### config.mk
export PLATFORM = sky130hd
export DESIGN_NAME = mem_port_arbiter_flat
export DESIGN_NICKNAME = d
export VERILOG_FILES = /design/src/rtl/mem_port_arbiter_if.sv /design/src/rtl/mem_port_arbiter.sv /design/src/flat_wrapper.sv
export SDC_FILE = /design/constraint.sdc
export NUM_CORES = 1
export LEC_CHECK = 0
export BUFFER_PORTS_ARGS = -buffer_cell sky130_fd_sc_hd__buf_2
export CAP_MARGIN = 25
export CORE_ASPECT_RATIO = 0.5
export CORE_MARGIN = 2
export CORE_UTILIZATION = 35
export DETAILED_ROUTE_END_ITERATION = 10
export PLACE_DENSITY = 0.7
export SYNTH_ARGS = -nofsm -noshare
export SYNTH_HDL_FRONTEND = slang
export SYNTH_SLANG_ARGS = --single-unit
### constraint.sdc
create_clock -name clk -period 2.55 [get_ports clk]
set_input_delay 0.255 -clock clk [delete_from_list [all_inputs] [get_ports clk]]
set_output_delay 0.255 -clock clk [all_outputs]
set_load 0.05 [all_outputs]
### src/rtl/mem_port_arbiter_if.sv
// Signal bundle between the core's fetch/data requesters, the port arbiter and the shared memory.
// The slave modport is the arbiter's view. The master modport is the core/memory side.
interface mem_port_arbiter_if #(
    parameter int AW = 32,
    parameter int DW = 32
);
    logic          i_req;
    logic [AW-1:0] i_addr;
    logic [DW-1:0] i_rdata;
    logic          i_ack;
    logic          d_req;
    logic          d_we;
    logic [AW-1:0] d_addr;
    logic [DW-1:0] d_wdata;
    logic [DW-1:0] d_rdata;
    logic          d_ack;
    logic          m_req;
    logic          m_we;
    logic [AW-1:0] m_addr;
    logic [DW-1:0] m_wdata;
    logic [DW-1:0] m_rdata;
    logic          m_ack;
    logic          err;
    logic          stall;

    modport slave (
        input  i_req, i_addr, d_req, d_we, d_addr, d_wdata, m_rdata, m_ack,
        output i_rdata, i_ack, d_rdata, d_ack, m_req, m_we, m_addr, m_wdata, err, stall
    );

    modport master (
        output i_req, i_addr, d_req, d_we, d_addr, d_wdata, m_rdata, m_ack,
        input  i_rdata, i_ack, d_rdata, d_ack, m_req, m_we, m_addr, m_wdata, err, stall
    );
endinterface

### src/rtl/mem_port_arbiter.sv
// Round-robin arbiter that shares one variable-latency memory port between instruction fetch and
// data access, with an optional abort timeout. Build macro ARB_STALL_COUNT_EN adds stall_cycles.
module mem_port_arbiter #(
    parameter int AW      = 32,
    parameter int DW      = 32,
    parameter int TIMEOUT = 64
) (
    input  logic              clk,
    input  logic              reset,
`ifdef ARB_STALL_COUNT_EN
    output logic [31:0]       stall_cycles,
`endif
    mem_port_arbiter_if.slave bus
);

    localparam int            CW         = (TIMEOUT > 0) ? $clog2(TIMEOUT + 1) : 1;
    localparam bit            TIMEOUT_EN = (TIMEOUT != 0);
    localparam logic [CW-1:0] CNT_LAST   = CW'((TIMEOUT > 0) ? (TIMEOUT - 1) : 0);
    localparam logic [DW-1:0] ABORT_DATA = DW'({((DW + 31) / 32){32'hDEADBEEF}});

    typedef enum logic [1:0] {
        ST_IDLE   = 2'd0,
        ST_I_BUSY = 2'd1,
        ST_D_BUSY = 2'd2
    } state_t;

    state_t        state_q, state_d;
    logic          m_req_q, m_req_d;
    logic          m_we_q, m_we_d;
    logic [AW-1:0] m_addr_q, m_addr_d;
    logic [DW-1:0] m_wdata_q, m_wdata_d;
    logic [DW-1:0] i_rdata_q, i_rdata_d;
    logic [DW-1:0] d_rdata_q, d_rdata_d;
    logic          i_ack_q, i_ack_d;
    logic          d_ack_q, d_ack_d;
    logic          err_q, err_d;
    logic          last_d_q, last_d_d;
    logic [CW-1:0] cnt_q, cnt_d;

    logic          i_elig_s, d_elig_s;
    logic          grant_i_s, grant_d_s;
    logic          timeout_hit_s;
    logic          stall_s;

    // A requester whose ack is showing this cycle has already been served.
    assign i_elig_s      = bus.i_req & ~i_ack_q;
    assign d_elig_s      = bus.d_req & ~d_ack_q;
    assign grant_i_s     = i_elig_s & (~d_elig_s | last_d_q);
    assign grant_d_s     = d_elig_s & (~i_elig_s | ~last_d_q);
    assign timeout_hit_s = TIMEOUT_EN && (cnt_q == CNT_LAST);
    assign stall_s       = (bus.i_req & ~i_ack_q) | (bus.d_req & ~d_ack_q);

    // Next-state, grant, completion and abort decisions.
    always_comb begin
        state_d   = state_q;
        m_req_d   = m_req_q;
        m_we_d    = m_we_q;
        m_addr_d  = m_addr_q;
        m_wdata_d = m_wdata_q;
        i_rdata_d = i_rdata_q;
        d_rdata_d = d_rdata_q;
        i_ack_d   = 1'b0;
        d_ack_d   = 1'b0;
        err_d     = 1'b0;
        last_d_d  = last_d_q;
        cnt_d     = cnt_q;
        case (state_q)
            ST_IDLE: begin
                if (grant_i_s) begin
                    state_d   = ST_I_BUSY;
                    m_req_d   = 1'b1;
                    m_we_d    = 1'b0;
                    m_addr_d  = bus.i_addr;
                    m_wdata_d = {DW{1'b0}};
                    cnt_d     = {CW{1'b0}};
                    last_d_d  = 1'b0;
                end else if (grant_d_s) begin
                    state_d   = ST_D_BUSY;
                    m_req_d   = 1'b1;
                    m_we_d    = bus.d_we;
                    m_addr_d  = bus.d_addr;
                    m_wdata_d = bus.d_wdata;
                    cnt_d     = {CW{1'b0}};
                    last_d_d  = 1'b1;
                end else begin
                    state_d   = ST_IDLE;
                end
            end
            ST_I_BUSY, ST_D_BUSY: begin
                // m_ack wins over a timeout landing in the same cycle.
                if (bus.m_ack) begin
                    state_d = ST_IDLE;
                    m_req_d = 1'b0;
                    if (state_q == ST_I_BUSY) begin
                        i_ack_d   = 1'b1;
                        i_rdata_d = bus.m_rdata;
                    end else begin
                        d_ack_d = 1'b1;
                        if (!m_we_q) begin
                            d_rdata_d = bus.m_rdata;
                        end else begin
                            d_rdata_d = d_rdata_q;
                        end
                    end
                end else if (timeout_hit_s) begin
                    state_d = ST_IDLE;
                    m_req_d = 1'b0;
                    err_d   = 1'b1;
                    if (state_q == ST_I_BUSY) begin
                        i_ack_d   = 1'b1;
                        i_rdata_d = ABORT_DATA;
                    end else begin
                        d_ack_d   = 1'b1;
                        d_rdata_d = ABORT_DATA;
                    end
                end else begin
                    cnt_d = cnt_q + CW'(1'b1);
                end
            end
            default: begin
                state_d = ST_IDLE;
                m_req_d = 1'b0;
            end
        endcase
    end

    // State and registered outputs. Reset abandons any in-flight memory access without an ack.
    always_ff @(posedge clk) begin
        if (reset) begin
            state_q   <= ST_IDLE;
            m_req_q   <= 1'b0;
            m_we_q    <= 1'b0;
            m_addr_q  <= {AW{1'b0}};
            m_wdata_q <= {DW{1'b0}};
            i_rdata_q <= {DW{1'b0}};
            d_rdata_q <= {DW{1'b0}};
            i_ack_q   <= 1'b0;
            d_ack_q   <= 1'b0;
            err_q     <= 1'b0;
            last_d_q  <= 1'b1;
            cnt_q     <= {CW{1'b0}};
        end else begin
            state_q   <= state_d;
            m_req_q   <= m_req_d;
            m_we_q    <= m_we_d;
            m_addr_q  <= m_addr_d;
            m_wdata_q <= m_wdata_d;
            i_rdata_q <= i_rdata_d;
            d_rdata_q <= d_rdata_d;
            i_ack_q   <= i_ack_d;
            d_ack_q   <= d_ack_d;
            err_q     <= err_d;
            last_d_q  <= last_d_d;
            cnt_q     <= cnt_d;
        end
    end

    assign bus.m_req   = m_req_q;
    assign bus.m_we    = m_we_q;
    assign bus.m_addr  = m_addr_q;
    assign bus.m_wdata = m_wdata_q;
    assign bus.i_rdata = i_rdata_q;
    assign bus.d_rdata = d_rdata_q;
    assign bus.i_ack   = i_ack_q;
    assign bus.d_ack   = d_ack_q;
    assign bus.err     = err_q;
    assign bus.stall   = stall_s;

`ifdef ARB_STALL_COUNT_EN
    logic [31:0] stall_cnt_q, stall_cnt_d;

    // Saturating count of stalled cycles.
    always_comb begin
        stall_cnt_d = stall_cnt_q;
        if (stall_s && (stall_cnt_q != 32'hFFFF_FFFF)) begin
            stall_cnt_d = stall_cnt_q + 32'd1;
        end else begin
            stall_cnt_d = stall_cnt_q;
        end
    end

    // Stall counter register.
    always_ff @(posedge clk) begin
        if (reset) begin
            stall_cnt_q <= 32'd0;
        end else begin
            stall_cnt_q <= stall_cnt_d;
        end
    end

    assign stall_cycles = stall_cnt_q;
`endif

    mem_port_arbiter_chk u_chk (
        .clk   (clk),
        .reset (reset),
        .i_ack (i_ack_q),
        .d_ack (d_ack_q),
        .err   (err_q),
        .m_req (m_req_q)
    );

endmodule

// Protocol properties of the arbiter outputs.
module mem_port_arbiter_chk (
    input logic clk,
    input logic reset,
    input logic i_ack,
    input logic d_ack,
    input logic err,
    input logic m_req
);
    a_one_ack:      assert property (@(posedge clk) disable iff (reset) !(i_ack && d_ack));
    a_err_with_ack: assert property (@(posedge clk) disable iff (reset) err |-> (i_ack || d_ack));
    a_ack_idle:     assert property (@(posedge clk) disable iff (reset) (i_ack || d_ack) |-> !m_req);
    a_i_ack_pulse:  assert property (@(posedge clk) disable iff (reset) i_ack |=> !i_ack);
    a_d_ack_pulse:  assert property (@(posedge clk) disable iff (reset) d_ack |=> !d_ack);
endmodule

### src/flat_wrapper.sv
// flat-port wrapper written by rule: the top's interface ports become plain ports
module mem_port_arbiter_flat 
#(
    parameter int AW      = 32,
    parameter int DW      = 32,
    parameter int TIMEOUT = 64
)
  (clk, reset, bus_i_req, bus_i_addr, bus_d_req, bus_d_we, bus_d_addr, bus_d_wdata, bus_m_rdata, bus_m_ack, bus_i_rdata, bus_i_ack, bus_d_rdata, bus_d_ack, bus_m_req, bus_m_we, bus_m_addr, bus_m_wdata, bus_err, bus_stall);
  mem_port_arbiter_if #(.AW(AW), .DW(DW)) bus_i ();
  input  logic clk;
  input  logic reset;
  input wire logic [$bits(bus_i.i_req)-1:0] bus_i_req;
  input wire logic [$bits(bus_i.i_addr)-1:0] bus_i_addr;
  input wire logic [$bits(bus_i.d_req)-1:0] bus_d_req;
  input wire logic [$bits(bus_i.d_we)-1:0] bus_d_we;
  input wire logic [$bits(bus_i.d_addr)-1:0] bus_d_addr;
  input wire logic [$bits(bus_i.d_wdata)-1:0] bus_d_wdata;
  input wire logic [$bits(bus_i.m_rdata)-1:0] bus_m_rdata;
  input wire logic [$bits(bus_i.m_ack)-1:0] bus_m_ack;
  output wire logic [$bits(bus_i.i_rdata)-1:0] bus_i_rdata;
  output wire logic [$bits(bus_i.i_ack)-1:0] bus_i_ack;
  output wire logic [$bits(bus_i.d_rdata)-1:0] bus_d_rdata;
  output wire logic [$bits(bus_i.d_ack)-1:0] bus_d_ack;
  output wire logic [$bits(bus_i.m_req)-1:0] bus_m_req;
  output wire logic [$bits(bus_i.m_we)-1:0] bus_m_we;
  output wire logic [$bits(bus_i.m_addr)-1:0] bus_m_addr;
  output wire logic [$bits(bus_i.m_wdata)-1:0] bus_m_wdata;
  output wire logic [$bits(bus_i.err)-1:0] bus_err;
  output wire logic [$bits(bus_i.stall)-1:0] bus_stall;
  assign bus_i.i_req = bus_i_req;
  assign bus_i.i_addr = bus_i_addr;
  assign bus_i.d_req = bus_d_req;
  assign bus_i.d_we = bus_d_we;
  assign bus_i.d_addr = bus_d_addr;
  assign bus_i.d_wdata = bus_d_wdata;
  assign bus_i.m_rdata = bus_m_rdata;
  assign bus_i.m_ack = bus_m_ack;
  assign bus_i_rdata = bus_i.i_rdata;
  assign bus_i_ack = bus_i.i_ack;
  assign bus_d_rdata = bus_i.d_rdata;
  assign bus_d_ack = bus_i.d_ack;
  assign bus_m_req = bus_i.m_req;
  assign bus_m_we = bus_i.m_we;
  assign bus_m_addr = bus_i.m_addr;
  assign bus_m_wdata = bus_i.m_wdata;
  assign bus_err = bus_i.err;
  assign bus_stall = bus_i.stall;
  mem_port_arbiter #(.AW(AW), .DW(DW), .TIMEOUT(TIMEOUT)) u_core (.clk(clk), .reset(reset), .bus(bus_i));
endmodule
-- Word level (Yosys, flattened, before mapping)
Index checks and enable logic that the tools add are counted.
- logic and storage cells: 85
- input bits: 134
- bits in registers: 143
- output and inout port bits: 134
- equal/unequal tests: 8
- add/subtract/negate cells: 1
- multiplexer cells: 38
- bitwise operators: 14
- reduce and logical (&&, ||, !) cells: 12
- operator list (kind ; number):
    2-to-1 mux 32 bit ; 13
    2-to-1 mux 7 bit ; 4
    2-to-1 mux 1 bit ; 14
    one-hot mux 7 bit (2 select lines) ; 1
    2-to-1 mux 2 bit ; 4
    AND reduction 4 bit ; 2
    adder 7 x 1 -> 7 bit (second input constant) ; 1
    == test 7 x 6 -> 1 bit (second input constant) ; 1
    inverter 1 bit ; 7
    inequality test 2 bit (second input constant) ; 3
    nonzero test 2 bit ; 3
    bitwise AND 1 bit ; 4
    one-hot mux 2 bit (2 select lines) ; 1
    AND reduction 2 bit ; 2
    OR reduction 2 bit ; 2
    inequality test 3 x 1 -> 1 bit (second input constant) ; 1
    inequality test 3 x 2 -> 1 bit (second input constant) ; 1
    bitwise OR 1 bit ; 3
    AND reduction 3 bit ; 1
    OR reduction 3 bit ; 1
    == test 2 x 1 -> 1 bit (second input constant) ; 1
    == test 2 bit (second input constant) ; 1
    zero test 2 bit ; 1
    one-hot mux 1 bit (2 select lines) ; 1

-- Longest topological paths before layout
- word-level depth: 8
- gate-level depth with buffers: 10
- gate-level depth less buffers: 7

-- Least setup slack after synthesis
No wires, ideal clock.
- kind: reg2reg
- start: register u_core.d_ack_q (netlist: u_core.bus.d_ack)
- end: register u_core.m_wdata_q[10] (netlist: u_core.bus.m_wdata[10])
- stages on the path, launching flop included: 7
- setup time: 66 ps
- arrival: 2003 ps
- period minus slack after synthesis: 2069 ps
- path buffers: 1
- required time: 2484 ps
- path slack: 481 ps
- path through: dfxtp_1 nand2b_1 nand2_1 nand2_1 clkbuf_1 a22oi_1 nor2_1
- word-level cells in the longest chain between the ends: 7
- elaborated cells between the ends (all ways): 9
- ends and longest elaborated chain (element ; RTL line ; text):
    start, declared ; mem_port_arbiter.sv:35 ; logic d_ack_q, d_ack_d;
    start signal, assigned ; mem_port_arbiter.sv:151 ; d_ack_q <= d_ack_d;
    inverter 1 bit (*) ; mem_port_arbiter.sv:47 ; assign d_elig_s = bus.d_req & ~d_ack_q;
    bitwise AND 1 bit (*) ; mem_port_arbiter.sv:47 ;
    inverter 1 bit ; mem_port_arbiter.sv:48 ; assign grant_i_s = i_elig_s & (~d_elig_s | last_d_q);
    bitwise OR 1 bit ; mem_port_arbiter.sv:48 ;
    bitwise AND 1 bit ; mem_port_arbiter.sv:48 ;
    nonzero test 2 bit (no line) ; -- ;
    AND reduction 2 bit (no line) ; -- ;
    end signal, assigned ; mem_port_arbiter.sv:134 ; m_wdata_q <= {DW{1'b0}};
    end signal, assigned ; mem_port_arbiter.sv:147 ; m_wdata_q <= m_wdata_d;
    end, declared ; mem_port_arbiter.sv:31 ; logic [DW-1:0] m_wdata_q, m_wdata_d;
Mark *: on every way between the ends. The rest lies on a longest branch, timed or not.
A chain may end at the register's enable or synchronous reset.

-- Worst setup path in the final report
- start: register u_core.state_q[1]
- end: register u_core.cnt_q[3]
- word-level cells in the longest chain between the ends: 4
- elaborated cells between the ends (all ways): 10
- ends and longest elaborated chain (element ; RTL line ; text):
    start, declared ; mem_port_arbiter.sv:27 ; state_t state_q, state_d;
    start signal, assigned ; mem_port_arbiter.sv:143 ; state_q <= state_d;
    == test 2 x 1 -> 1 bit / == test 2 bit (equally long branches) ; mem_port_arbiter.sv:67 ; case (state_q)
    OR reduction 2 bit ; mem_port_arbiter.sv:67 ;
    inequality test 2 bit (no line) / nonzero test 2 bit (equally long branches) ; -- ;
    AND reduction 4 bit (no line) ; -- ;
    end signal, assigned ; mem_port_arbiter.sv:141 ; cnt_q <= {CW{1'b0}};
    end signal, assigned ; mem_port_arbiter.sv:154 ; cnt_q <= cnt_d;
    end, declared ; mem_port_arbiter.sv:38 ; logic [CW-1:0] cnt_q, cnt_d;
Parallel ways exist; a longest one is shown, timed or not.

==> flow_summary.toml <==
[status]
outcome = "completed"

[cts]
htreeDepth = 4
root_buffer = "clkbuf_16"
ctsResizeCount = 0
cts_max_path_buffers = 2
cts_hold_buf = 0
cts_tree = "done"
cts.clk_slew.worst_paths_ns = 0.06
clock-sinks = 143
insertion_delay_ns = 0.41
post_cts_buffers = 0
numCtsBuffers = 17

[placement]
hpwl_um = 11000
io_buffers = 267
place_congestion = 0.889

[synthesis]
ys_seq_elements = 143
ys_seq_area_share_pct = 51.2
synth.distinct_cells = 40
synth.yosys.warnings = 0
syn_area_sq_mm = 0.00560
synth_fp_nets = 736
synth_area_per_cell_sq_um = 9.34
syn_inst = 599

[global_routing]
grtUsageTotal_pct = 18.1
grt_start_max_net_pins = 65
antenna_found_initial = 0
grt_pass1_vias = 4985
grt_pass1_wl_um = 24600
overflow = 0

[power]
ir_drop_mv = 0.493
p_leak_nw = 3.54
power.density_mw_per_mm2 = 834

[timing]
tns_ns = 0
min_period_over_period_pct = 79.7
slew_viol_final = 0
rsz0062_at_grt = "false"
fmax_ghz = 0.492
hold_ws_ns = 0.0866
fin_skew_ns = 0.00909
hold_viol = 0
worst_slew_pin_slew_ns = 0.698
finalSetupViolations = 0
period_needed_ns = 2.03
timing.slew.headroom_pct = 53.5

[detailed_routing]
dr.pass1.iters = 4
drc_errors = 0
viasPerCell = 4.92
vias = 5220
wl_per_cell_um = 14.6
drt_iter0_drc = 233
postRouteAntennaNets = 0
routed_wl_um = 15500

[layout]
diodes = 0
mostFrequentLayoutCells = "buf_2 (266), dfxtp_1 (143), nor2_1 (122)"
layout_commonest_cell = "buf_2"
utilization_pct = 49.4
final_nets = 983
drive_gt1_share_pct = 38.2
syn2layout_area_growth_pct = 37.0

[min_path]
hold_path_class = "input pin to register"

[die]
fp.dieH_um = 93.4
ios = 268
fp.dieArea_sq_mm = 0.0171
core_area_sq_mm = 0.0155
initial_core_util_pct = 36.0
die_x_um = 183
num_rows = 32

[worst_setup_path]
cp-end-kind = "register"
cp.required_ns = 2.88
path_max_fanout = 8
start_kind = "register"
crit_type = "register to register"
critPathArrivalTime_ns = 2.36

[flow_run]
cap_viol_max_count = 0
==> metrics by stage <==
stage,area (sq um),setup WS [ns],total power [mW],std cells
floorplan,5600,0.481,3.67,599
global placement,7100,0.656,4.06,1031
detailed placement,7100,0.573,4.09,1031
CTS,7670,0.531,6.46,1062
global route,7670,0.340,6.70,1062
finish,7670,0.517,6.40,1062
==> layout make-up <==
class / instances / area [sq um]
Clock inverter: 11 / 110
Inverter: 28 / 105
Timing Repair Buffer: 278 / 1470
Multi-Input combinational cell: 378 / 2410
Tap cell: 204 / 255
Fill cell: 1519 / 7870
Clock buffer: 20 / 457
Sequential cell: 143 / 2860
==> Yosys cell counts <==
| cell | count | area (sq um) |
|---|---|---|
| a211o_1 | 1 | 8.76 |
| a211oi_1 | 52 | 390 |
| a211oi_2 | 6 | 75.1 |
| a21o_1 | 1 | 7.51 |
| a21oi_1 | 25 | 125 |
| a21oi_2 | 1 | 8.76 |
| a21oi_4 | 1 | 16.3 |
| a22oi_1 | 33 | 248 |
| a311oi_1 | 16 | 140 |
| a311oi_2 | 8 | 120 |
| a31oi_1 | 3 | 18.8 |
| and2_1 | 2 | 12.5 |
| and3_1 | 1 | 6.26 |
| and4b_1 | 1 | 10.0 |
| buf_1 | 4 | 15.0 |
| buf_2 | 10 | 50.1 |
| buf_4 | 3 | 22.5 |
| buf_6 | 6 | 67.6 |
| clkbuf_1 | 27 | 101 |
| dfxtp_1 | 143 | 2860 |
| ha_1 | 3 | 37.5 |
| inv_1 | 28 | 105 |
| mux2i_1 | 33 | 330 |
| nand2_1 | 28 | 105 |
| nand2b_1 | 13 | 81.3 |
| nand3_1 | 12 | 60.1 |
| nand3b_1 | 1 | 7.51 |
| nand4_1 | 1 | 6.26 |
| nand4b_1 | 1 | 8.76 |
| nor2_1 | 122 | 458 |
| nor2_2 | 1 | 6.26 |
| nor2b_1 | 1 | 6.26 |
| nor3_1 | 3 | 15.0 |
| nor3b_1 | 1 | 7.51 |
| nor3b_2 | 1 | 12.5 |
| nor4_1 | 1 | 6.26 |
| o2111ai_1 | 1 | 8.76 |
| o21ai_0 | 2 | 10.0 |
| o22ai_1 | 1 | 6.26 |
| or3_4 | 1 | 11.3 |
==> registers in the layout, indices dropped and copies added (netlist names) <==
name,cells
u_core.bus.err,1
u_core.state_q,2
u_core.bus.i_ack,1
u_core.bus.m_wdata,32
u_core.bus.m_we,1
u_core.bus.d_ack,1
u_core.bus.i_rdata,32
u_core.cnt_q,7
u_core.bus.m_req,1
u_core.bus.d_rdata,32
u_core.bus.m_addr,32
u_core.last_d_q,1
==> worst max-delay path, stage by stage, from the launching register on <==
cell	delay, ns
dfxtp_1	0.34
inv_1	0.07
ha_1	0.42
nand2b_1	0.14
a21o_1	0.23
a31oi_1	0.44
a21oi_1	0.15
nor3_1	0.18
==> power breakdown <==
part	switching (mW)	total (mW)	leakage [nW]	internal (mW)
logic	1.11	1.53	2.10	0.421
clock network	0.963	2.36	0.269	1.40
registers	0.0906	2.50	1.17	2.41
total	2.16	6.40	3.54	4.23
==> metal layers <==
metal,vias up,track usage (%),part of all wire (%)
met3,21,4.91,4.4
li1,2618,-,-
met1,2461,21.3,43
met5,-,0,0
met2,120,32.0,51
met4,0,6.73,1.8
==> cells by family after synthesis <==
kind of cell | after synthesis | share of synthesized area, %
adder cells (fa/ha/maj) | 3 | 0.671
flip-flops | 143 | 51.2
AO/OA/AOI/OAI | 151 | 21.1
multiplexers | 33 | 5.90
AND/OR/NAND/NOR | 191 | 14.7
buffers and inverters | 78 | 6.46
==> worst paths after layout <==
kind / startpoint / end / slack [ns] / depth (start not counted)
worst max-delay path: u_core.state_q[1]$_SDFFE_PP0P_ / u_core.cnt_q[3]$_SDFFE_PP0P_ / 0.52 / 7
worst min-delay path: bus_d_we / u_core.bus.m_we$_SDFFE_PP0P_ / 0.09 / 3
worst max register to register: u_core.state_q[1]$_SDFFE_PP0P_ / u_core.cnt_q[3]$_SDFFE_PP0P_ / 0.52 / 7
worst min register to register: u_core.bus.i_rdata[17]$_SDFFE_PP0P_ / u_core.bus.i_rdata[17]$_SDFFE_PP0P_ / 0.45 / 2
No activity file was read; power rests on OpenSTA's default activity.
